**src/rtl/greg_file_pkg.sv**
```systemverilog
// Shared widths, types and constants for the general register file.
package greg_file_pkg;

    localparam int unsigned WORD_LENGTH  = 32;
    localparam int unsigned NUM_REGS     = 16;
    localparam int unsigned REG_ID_WIDTH = 4;

    typedef logic [WORD_LENGTH-1:0]  word_t;
    typedef logic [REG_ID_WIDTH-1:0] reg_id_t;
    typedef logic [NUM_REGS-1:0]     reg_mask_t;

    typedef struct packed {
        reg_id_t id;
        word_t   val;
    } bypass_t;

    localparam word_t   ZERO     = '0;
    localparam reg_id_t REG_ZERO = '0;

    // Register 0 is hardwired: a strobe aimed at it has no effect anywhere.
    function automatic logic live_id(logic en, reg_id_t id);
        return en && (id != REG_ZERO);
    endfunction

endpackage

```
**src/rtl/greg_file_if.sv**
```systemverilog
// GREG read/write-back/reserve bus between fetch/decode (master) and the register file (slave).
interface greg_file_if;
    import greg_file_pkg::*;

    reg_id_t inRegIdA;
    word_t   outRegValA;
    reg_id_t inRegIdB;
    word_t   outRegValB;
    reg_id_t inRegIdX;
    word_t   outRegValX;
    logic    wrEnable;
    reg_id_t wrRegId;
    word_t   wrRegVal;
    logic    rsvEnable;
    reg_id_t rsvRegId;
    reg_id_t bypassRegId;
    word_t   bypassRegVal;
    logic    stall;
    logic    rsvErr;

    modport master (
        output inRegIdA, inRegIdB, inRegIdX,
        output wrEnable, wrRegId, wrRegVal,
        output rsvEnable, rsvRegId,
        input  outRegValA, outRegValB, outRegValX,
        input  bypassRegId, bypassRegVal, stall, rsvErr
    );

    modport slave (
        input  inRegIdA, inRegIdB, inRegIdX,
        input  wrEnable, wrRegId, wrRegVal,
        input  rsvEnable, rsvRegId,
        output outRegValA, outRegValB, outRegValX,
        output bypassRegId, bypassRegVal, stall, rsvErr
    );

endinterface

```
**src/rtl/greg_scoreboard.sv**
```systemverilog
// Pending-write mask: reserved at decode, released on write-back; drives the decode stall.
module greg_scoreboard
    import greg_file_pkg::*;
(
    input  logic    clk,
    input  logic    rst,
    input  logic    rsv_en,
    input  reg_id_t rsv_id,
    input  logic    wr_en,
    input  reg_id_t wr_id,
    input  reg_id_t rd_id_a,
    input  reg_id_t rd_id_b,
    input  reg_id_t rd_id_x,
    output logic    stall,
    output logic    rsv_err
);

    reg_mask_t pending_q;
    reg_mask_t pending_d;
    logic      rsv_err_d;

    // Clear on write first so a same-cycle reserve (newer producer) wins.
    always_comb begin
        pending_d = pending_q;
        rsv_err_d = rsv_err;
        if (live_id(wr_en, wr_id)) begin
            pending_d[wr_id] = 1'b0;
        end
        if (live_id(rsv_en, rsv_id)) begin
            pending_d[rsv_id] = 1'b1;
            if (pending_q[rsv_id]) begin
                rsv_err_d = 1'b1;
            end
        end
    end

    always_ff @(posedge clk) begin
        if (rst) begin
            pending_q <= '0;
            rsv_err   <= 1'b0;
        end else begin
            pending_q <= pending_d;
            rsv_err   <= rsv_err_d;
        end
    end

    // A register being written this cycle is forwarded, so it does not stall.
    function automatic logic port_stall(reg_id_t id, reg_mask_t pend, logic wen, reg_id_t wid);
        return (id != REG_ZERO) && pend[id] && !(wen && (wid == id));
    endfunction

    assign stall = port_stall(rd_id_a, pending_q, wr_en, wr_id)
                 | port_stall(rd_id_b, pending_q, wr_en, wr_id)
                 | port_stall(rd_id_x, pending_q, wr_en, wr_id);

endmodule

```
**src/rtl/greg_file.sv**
```systemverilog
// General register file: three write-through read ports, one write-back port,
// a one-cycle bypass pair and the pending-write scoreboard.
module greg_file
    import greg_file_pkg::*;
(
    input logic        clk,
    input logic        rst,
    greg_file_if.slave bus
);

    word_t   regs [NUM_REGS];
    bypass_t bypass_q;
    logic    wr_live_c;

    assign wr_live_c = live_id(bus.wrEnable, bus.wrRegId);

    function automatic word_t read_port(reg_id_t id, word_t arr_val, logic wr_live,
                                        reg_id_t wr_id, word_t wr_val);
        if (id == REG_ZERO) begin
            return ZERO;
        end
        if (wr_live && (wr_id == id)) begin
            return wr_val;
        end
        return arr_val;
    endfunction

    assign bus.outRegValA = read_port(bus.inRegIdA, regs[bus.inRegIdA], wr_live_c, bus.wrRegId, bus.wrRegVal);
    assign bus.outRegValB = read_port(bus.inRegIdB, regs[bus.inRegIdB], wr_live_c, bus.wrRegId, bus.wrRegVal);
    assign bus.outRegValX = read_port(bus.inRegIdX, regs[bus.inRegIdX], wr_live_c, bus.wrRegId, bus.wrRegVal);

    // Array and bypass pair; bypass holds a write for exactly one cycle.
    always_ff @(posedge clk) begin
        if (rst) begin
            regs     <= '{default: ZERO};
            bypass_q <= '0;
        end else if (wr_live_c) begin
            regs[bus.wrRegId] <= bus.wrRegVal;
            bypass_q          <= '{id: bus.wrRegId, val: bus.wrRegVal};
        end else begin
            bypass_q <= '0;
        end
    end

    assign bus.bypassRegId  = bypass_q.id;
    assign bus.bypassRegVal = bypass_q.val;

    greg_scoreboard u_scoreboard (
        .clk     (clk),
        .rst     (rst),
        .rsv_en  (bus.rsvEnable),
        .rsv_id  (bus.rsvRegId),
        .wr_en   (bus.wrEnable),
        .wr_id   (bus.wrRegId),
        .rd_id_a (bus.inRegIdA),
        .rd_id_b (bus.inRegIdB),
        .rd_id_x (bus.inRegIdX),
        .stall   (bus.stall),
        .rsv_err (bus.rsvErr)
    );

endmodule

```
**src/flat_wrapper.sv**
```systemverilog
// flat-port wrapper written by rule: the top's interface ports become plain ports
module greg_file_flat import greg_file_pkg::*;
  (clk, rst, bus_inRegIdA, bus_inRegIdB, bus_inRegIdX, bus_wrEnable, bus_wrRegId, bus_wrRegVal, bus_rsvEnable, bus_rsvRegId, bus_outRegValA, bus_outRegValB, bus_outRegValX, bus_bypassRegId, bus_bypassRegVal, bus_stall, bus_rsvErr);
  greg_file_if bus_i ();
  input logic clk;
  input logic rst;
  input wire logic [$bits(bus_i.inRegIdA)-1:0] bus_inRegIdA;
  input wire logic [$bits(bus_i.inRegIdB)-1:0] bus_inRegIdB;
  input wire logic [$bits(bus_i.inRegIdX)-1:0] bus_inRegIdX;
  input wire logic [$bits(bus_i.wrEnable)-1:0] bus_wrEnable;
  input wire logic [$bits(bus_i.wrRegId)-1:0] bus_wrRegId;
  input wire logic [$bits(bus_i.wrRegVal)-1:0] bus_wrRegVal;
  input wire logic [$bits(bus_i.rsvEnable)-1:0] bus_rsvEnable;
  input wire logic [$bits(bus_i.rsvRegId)-1:0] bus_rsvRegId;
  output wire logic [$bits(bus_i.outRegValA)-1:0] bus_outRegValA;
  output wire logic [$bits(bus_i.outRegValB)-1:0] bus_outRegValB;
  output wire logic [$bits(bus_i.outRegValX)-1:0] bus_outRegValX;
  output wire logic [$bits(bus_i.bypassRegId)-1:0] bus_bypassRegId;
  output wire logic [$bits(bus_i.bypassRegVal)-1:0] bus_bypassRegVal;
  output wire logic [$bits(bus_i.stall)-1:0] bus_stall;
  output wire logic [$bits(bus_i.rsvErr)-1:0] bus_rsvErr;
  assign bus_i.inRegIdA = bus_inRegIdA;
  assign bus_i.inRegIdB = bus_inRegIdB;
  assign bus_i.inRegIdX = bus_inRegIdX;
  assign bus_i.wrEnable = bus_wrEnable;
  assign bus_i.wrRegId = bus_wrRegId;
  assign bus_i.wrRegVal = bus_wrRegVal;
  assign bus_i.rsvEnable = bus_rsvEnable;
  assign bus_i.rsvRegId = bus_rsvRegId;
  assign bus_outRegValA = bus_i.outRegValA;
  assign bus_outRegValB = bus_i.outRegValB;
  assign bus_outRegValX = bus_i.outRegValX;
  assign bus_bypassRegId = bus_i.bypassRegId;
  assign bus_bypassRegVal = bus_i.bypassRegVal;
  assign bus_stall = bus_i.stall;
  assign bus_rsvErr = bus_i.rsvErr;
  greg_file u_core (.clk(clk), .rst(rst), .bus(bus_i));
endmodule
```
**config.mk**
```make
export PLATFORM = sky130hd
export DESIGN_NAME = greg_file_flat
export DESIGN_NICKNAME = d
export VERILOG_FILES = /design/src/rtl/greg_file_pkg.sv /design/src/rtl/greg_file_if.sv /design/src/rtl/greg_scoreboard.sv /design/src/rtl/greg_file.sv /design/src/flat_wrapper.sv
export SDC_FILE = /design/constraint.sdc
export NUM_CORES = 2
export LEC_CHECK = 0
export CELL_PAD_IN_SITES_DETAIL_PLACEMENT = 0
export CELL_PAD_IN_SITES_GLOBAL_PLACEMENT = 1
export CORE_MARGIN = 3
export CORE_UTILIZATION = 48
export DETAILED_ROUTE_END_ITERATION = 6
export GPL_TIMING_DRIVEN = 0
export PLACE_DENSITY_LB_ADDON = 0.1
export SYNTH_ARGS = -nofsm -noshare
export SYNTH_HDL_FRONTEND = slang
export SYNTH_SLANG_ARGS = --single-unit
```
**constraint.sdc**
```tcl
create_clock -name clk -period 3 [get_ports clk]
set_clock_uncertainty 0.05 [all_clocks]
set_input_delay 0.6 -clock clk [delete_from_list [all_inputs] [get_ports clk]]
set_output_delay 0.6 -clock clk [all_outputs]
set_load 0.01 [all_outputs]
```
After elaboration in Yosys (flattened, before gate mapping)
Cells that the tools add are included.

Equality and inequality tests: 3. Bitwise operators: 10. Mux-type cells: 47. Magnitude comparators: 12. Reduce and logical (&&, ||, !) cells: 30.

Operators by type and width (count): two-way mux 32 bit (19); bitwise mux 512 bit (1); binary-select mux 32 bit (select 4 bit) (3); demux 32 bit (select 4 bit) (1); two-way mux 16 bit (2); less-than comparator 4 x 5 -> 1 bit, second input constant (5); >= comparator 5 bit, second input constant (4); NOT 4 -> 5 bit (4); nonzero test 4 bit (5); logical AND 1 bit (17); AND 16 bit (1); binary-select mux 1 bit (select 4 bit) (4); NOT 16 bit (1); OR 16 bit (1); two-way mux 1 bit (15); equality test 4 bit (3); logical NOT 4 bit (3); demux 1 bit (select 4 bit) (2); >= comparator 4 x 1 -> 1 bit, second input constant (2); less-than comparator 5 x 1 -> 1 bit, second input constant (1); logical NOT 1 bit (3); OR 1 bit (2); AND reduction 2 bit (1); OR reduction 2 bit (1); NOT 1 bit (1).

Output and inout port bits: 134. Bits in registers: 565. Word-level logic and storage cells: 122. Input bits: 56.

Logic depth before layout (Yosys ltp)
Depth after elaboration: 9. Mapped depth: 8. Depth with buffers taken out: 4.

By module
A second synthesis with hierarchy kept.

Cells, all modules: 3411. Area total of the unflattened synthesis: 32950.4 sq um.

Modules (own cells, without submodules): greg_file (times used 1, seq. area each 10970.5 sq um, area an instance 31530.2 sq um, cells an instance 3264); greg_scoreboard (times used 1, seq. area each 340.3 sq um, area an instance 1420.1 sq um, cells an instance 147).

Worst setup path before layout
No wires, ideal clock.

Path kind: input -> output. Start: in bus_inRegIdB[1]. End: out bus_outRegValB[0]. Buffers on the path: 3. Data required time: 2.350 ns. Arrival time: 2.228 ns. Path slack: 0.122 ns. Stages: 7. Path through: buf_2 > buf_2 > clkbuf_1 > mux4_2 > mux4_2 > inv_1 > o2bb2ai_1.

Longest elaborated chain between the ends: 6. Elaborated cells on any way between the ends: 13. Classes of those cells: eq/ne (1); mux (9); bitwise (1); reduce/logical (2).

RTL lines: start: declaration (RTL line flat_wrapper.sv:8) `input wire logic [$bits(bus_i.inRegIdB)-1:0] bus_inRegIdB;`; NOT 4 -> 5 bit (not written as such) or equality test 4 bit (tied branches) (RTL line greg_file.sv:29, greg_file.sv:22); binary-select mux 32 bit (select 4 bit) or logical AND 1 bit (tied branches) (RTL line greg_file.sv:29, greg_file.sv:22); two-way mux 32 bit (not written as such) or two-way mux 1 bit (tied branches) (2 in series) (RTL line greg_file.sv:29, greg_file.sv:22); two-way mux 32 bit (RTL line greg_file.sv:25) `return arr_val;`; two-way mux 32 bit * (RTL line greg_file.sv:22) `if (wr_live && (wr_id == id)) begin`; end: declaration (RTL line flat_wrapper.sv:16) `output wire logic [$bits(bus_i.outRegValB)-1:0] bus_outRegValB;`.

Mark *: on every way between the ends. The rest lies on a longest branch, timed or not. The select of a mux whose other input is x is not followed.

Worst setup path after layout
Start: in bus_inRegIdA[0]. End: out bus_outRegValA[20].

Longest elaborated chain between the ends: 6. Elaborated cells on any way between the ends: 13. Classes of those cells: eq/ne (1); mux (9); bitwise (1); reduce/logical (2).

RTL lines: start: declaration (RTL line flat_wrapper.sv:7) `input wire logic [$bits(bus_i.inRegIdA)-1:0] bus_inRegIdA;`; NOT 4 -> 5 bit (not written as such) or equality test 4 bit (tied branches) (RTL line greg_file.sv:28, greg_file.sv:22); binary-select mux 32 bit (select 4 bit) or logical AND 1 bit (tied branches) (RTL line greg_file.sv:28, greg_file.sv:22); two-way mux 32 bit (not written as such) or two-way mux 1 bit (tied branches) (2 in series) (RTL line greg_file.sv:28, greg_file.sv:22); two-way mux 32 bit (RTL line greg_file.sv:25); two-way mux 32 bit * (RTL line greg_file.sv:22); end: declaration (RTL line flat_wrapper.sv:15) `output wire logic [$bits(bus_i.outRegValA)-1:0] bus_outRegValA;`.

Marks and branches as above.

==> summary.md <==
| Metric | Value |
|---|---|
| Outcome | finished, violations left |
| Failing checks | DRC, setup timing |
| Final Max Slew Viols | 0 |
| Final Wtd Congestion | 0.997 |
| Vias in the first global route | 29.4k |
| Wirelength, routed | 146 mm |
| Crit path DAT | 2.61 ns |
| Post-synth top area share | 34.8% |
| Initial antenna violation count | 5 |
| Max-cap violations | 0 |
| Hold Path Depth | 3 |
| Worst Tran Pin Value | 1.37 ns |
| Dominant cell type by area after synthesis | dfxtp_1 |
| Die X | 266 µm |
| I/O Pins | 190 |
| Cell count after synthesis | 3241 |
| First-pass GRT wire length | 203 mm |
| Hold Fails Final Rpt | 0 |
| Syn_nets | 3297 |
| Final setup fails | 128 |
| DRC | 4 |
| Cells after DPL | 4247 |
| R2R depth | 4 |
| Clock-pin slew on the worst setup and hold paths | 0.06 ns |
| Yosys reg bits | 565 |
| Core area | 66500 µm² |
| Pre-CTS WS | -2.12 ns |
| Dpl hpwl | 99.8 mm |
| EDFF count, synth | 0 |
| Initial DRC Count | 4403 |
| R2r setup slk | 1.51 ns |
| Fmax | 307 MHz |
| IO Port Bufs | 142 |
| Die area | 70900 µm² |
| Cell variety after synth | 37 |
| DR vias/cell | 6.73 |
| Crit path max fanout | 7 |
| Dominant synthesized flop cell | dfxtp_1 |
| Post-Syn Area | 32500 µm² |
| # rows | 94 |
| Fin nets | 3682 |
| CTS buffer count | 69 |
| Pwr Density | 459 nW/µm² |
| Clock Latency Late Sink | 0.63 ns |
| CP Data Required Time | 2.35 ns |
| Fillers | 5321 |
| Post-route ant nets | 0 |
| CTS sink count | 565 |
| DR WL/cell | 32.2 µm |
| Hold crit path type | in2reg |
| Worst hold start | bus_wrRegVal[4] |
| Starting Density | 48.9% |
| Final Worst Setup Slack | -0.257 ns |
| Area Growth Syn to Fin | 27.6% |
| Leakage power | 14.1 nW |
| Post-CTS Hold Buffers | 0 |
| DRT Pass-1 Iters | 7 |
| Sequential element share of the synthesized area | 34.8% |
| WHS Endpoint | u_core.regs[324] |
| Synthesized area per cell | 10.0 µm² |
| H-Tree Depth | 3 |
| Post-synth ARST share | 0% |
| Largest net degree at the start of global routing | 14 |
| Syn. warnings | 0 |
| Die H | 266 µm |
| Fin cells | 4543 |
| Reg2reg start | u_core.u_scoreboard.pending_q[11] |
| Routed via count | 30.6k |
| Worst slew margin | 8.95% |
| Longest Clk Path Bufs | 3 |
| Final min period | 3.26 ns |
| Overall routing resource usage | 39.9% |
| CTS tree | done |
| Synth top area cells | dfxtp_1 35%, mux4_2 34%, nand2_1 11%, a21oi_1 7.4%, clkbuf_1 3.0% |
| Worst Setup Start Kind | input pin |
| CP endpoint kind | output pin |
| GRT overflow | 0 |
| Crit path kind | in2out |
| Maximum VDD drop | 456 µV |
| RSZ-0062 raised after global routing | true |
| Share of post-route cells with drive strength above 1 | 32.0% |
| Worst r2r dst | u_core.u_scoreboard.rsv_err |
| Root Buffer | clkbuf_16 |
| Tcrit/Tclk final | 109% |
logic make-up after synthesis:
family | share of synthesized area, %
AO/OA/AOI/OAI | 10.6
XOR/XNOR | 0.323
flip-flops | 34.8
buffers and inverters | 6.09
multiplexers | 34.6
AND/OR/NAND/NOR | 13.6
registers in the layout, summed over array words and instances, names as in the netlist:
signal	count
u_core.u_scoreboard.rsv_err	1
u_core.u_scoreboard.pending_q	16
u_core.regs	512
u_core.bus.bypassRegVal	32
u_core.bus.bypassRegId	4
synthesized netlist by cell type, types with 3 or more instances:
master / count
and3b_1: 3
buf_6: 27
nand2_1: 973
nor2_1: 34
nand3_1: 5
nor2b_1: 37
buf_1: 6
inv_1: 6
nand4_1: 3
mux4_2: 497
clkbuf_1: 263
mux2i_1: 4
or4_1: 3
dfxtp_1: 565
clkinv_1: 90
o2bb2ai_1: 96
and2_1: 37
buf_2: 58
a22oi_1: 17
xnor2_1: 12
a21oi_1: 481
nor3_1: 3
per-stage QoR:
stage	total power, mW	TNS (ns)	hold slack [ns]	util (%)	area, µm²
2_1_floorplan	9.06	0	0.403	-	32500
3_3_place_gp	9.87	-337.00	0.408	52.7	35000
3_5_place_dp	9.91	-361.50	0.421	52.7	35000
4_1_cts	18.8	-10.73	0.360	61.0	40600
5_1_grt	19.4	-13.75	0.401	62.5	41500
6_report	19.0	-14.90	0.394	62.5	41500
how the worst max path moves through the flow:
stage | startpoint | endpoint | slack (ns) | cells past startpoint
after floorplan | bus_inRegIdB[1] | bus_outRegValB[0] | 0.12 | 7
after global placement | bus_inRegIdA[2] | bus_outRegValA[17] | -2.15 | 8
after detailed placement | bus_inRegIdX[2] | bus_outRegValX[17] | -2.12 | 8
after CTS | bus_inRegIdA[0] | bus_outRegValA[6] | -0.28 | 11
after global routing | bus_inRegIdA[0] | bus_outRegValA[20] | -0.29 | 14
final | bus_inRegIdA[0] | bus_outRegValA[20] | -0.26 | 14
metal layers:
layer | up-vias | part of all wire (%) | wire length, µm | track usage [%]
li1 | 12474 | - | - | -
met1 | 15206 | 35 | 51700 | 50.4
met2 | 2359 | 44 | 64700 | 60.4
met3 | 541 | 13 | 19000 | 12.3
met4 | 6 | 7.4 | 10800 | 23.8
met5 | - | 0.077 | 113 | 1.28
critical path, stage by stage:
cell and delay, ns:
clkbuf_16 0.13, buf_12 0.14, buf_4 0.15, buf_12 0.14
buf_12 0.13, xnor2_4 0.11, nand4_1 0.13, buf_4 0.17
nor2_4 0.09, buf_6 0.11, buf_12 0.17, clkbuf_16 0.22
o2bb2ai_4 0.15, buf_6 0.13
report_power, final:
group          switching (mW)  leakage, nW  internal [mW]
clock network            3.59         1.12           4.96
registers              0.0911         4.56           7.61
logic                    1.61         8.39           1.18
cell usage in the layout (no fill, tap or decap), drive strengths merged, types with 5 or more instances in the layout:
cell type      instances
a22oi                 17
nor2                  34
nand2                973
xnor2                 12
mux4                 497
dfxtp                565
and2                  37
inv                   42
buf                  354
nand3                  5
clkinv                72
clkbuf               370
nor2b                 37
clkdlybuf4s50         40
a21oi                481
o2bb2ai               96
what timing repair did:
item	CTS	global route
pin swaps	14	12
setup endpoints to repair	178	110
buffers inserted	113	52
gates cloned	22	12
gates resized for setup	873	179
final cells by class:
class	instances	area, µm²	share of cell area [%]
timing repair buffer	323	3710	8.93
multi-input combinational	2224	20000	48.2
antenna	2	5.00	0.0121
inverter	96	395	0.953
clock buffer	99	2060	4.97
tap	864	1080	2.60
sequential	565	11300	27.3
buffer	347	2710	6.54
clock inverter	23	209	0.503
Power figures use the tool's default switching activity.
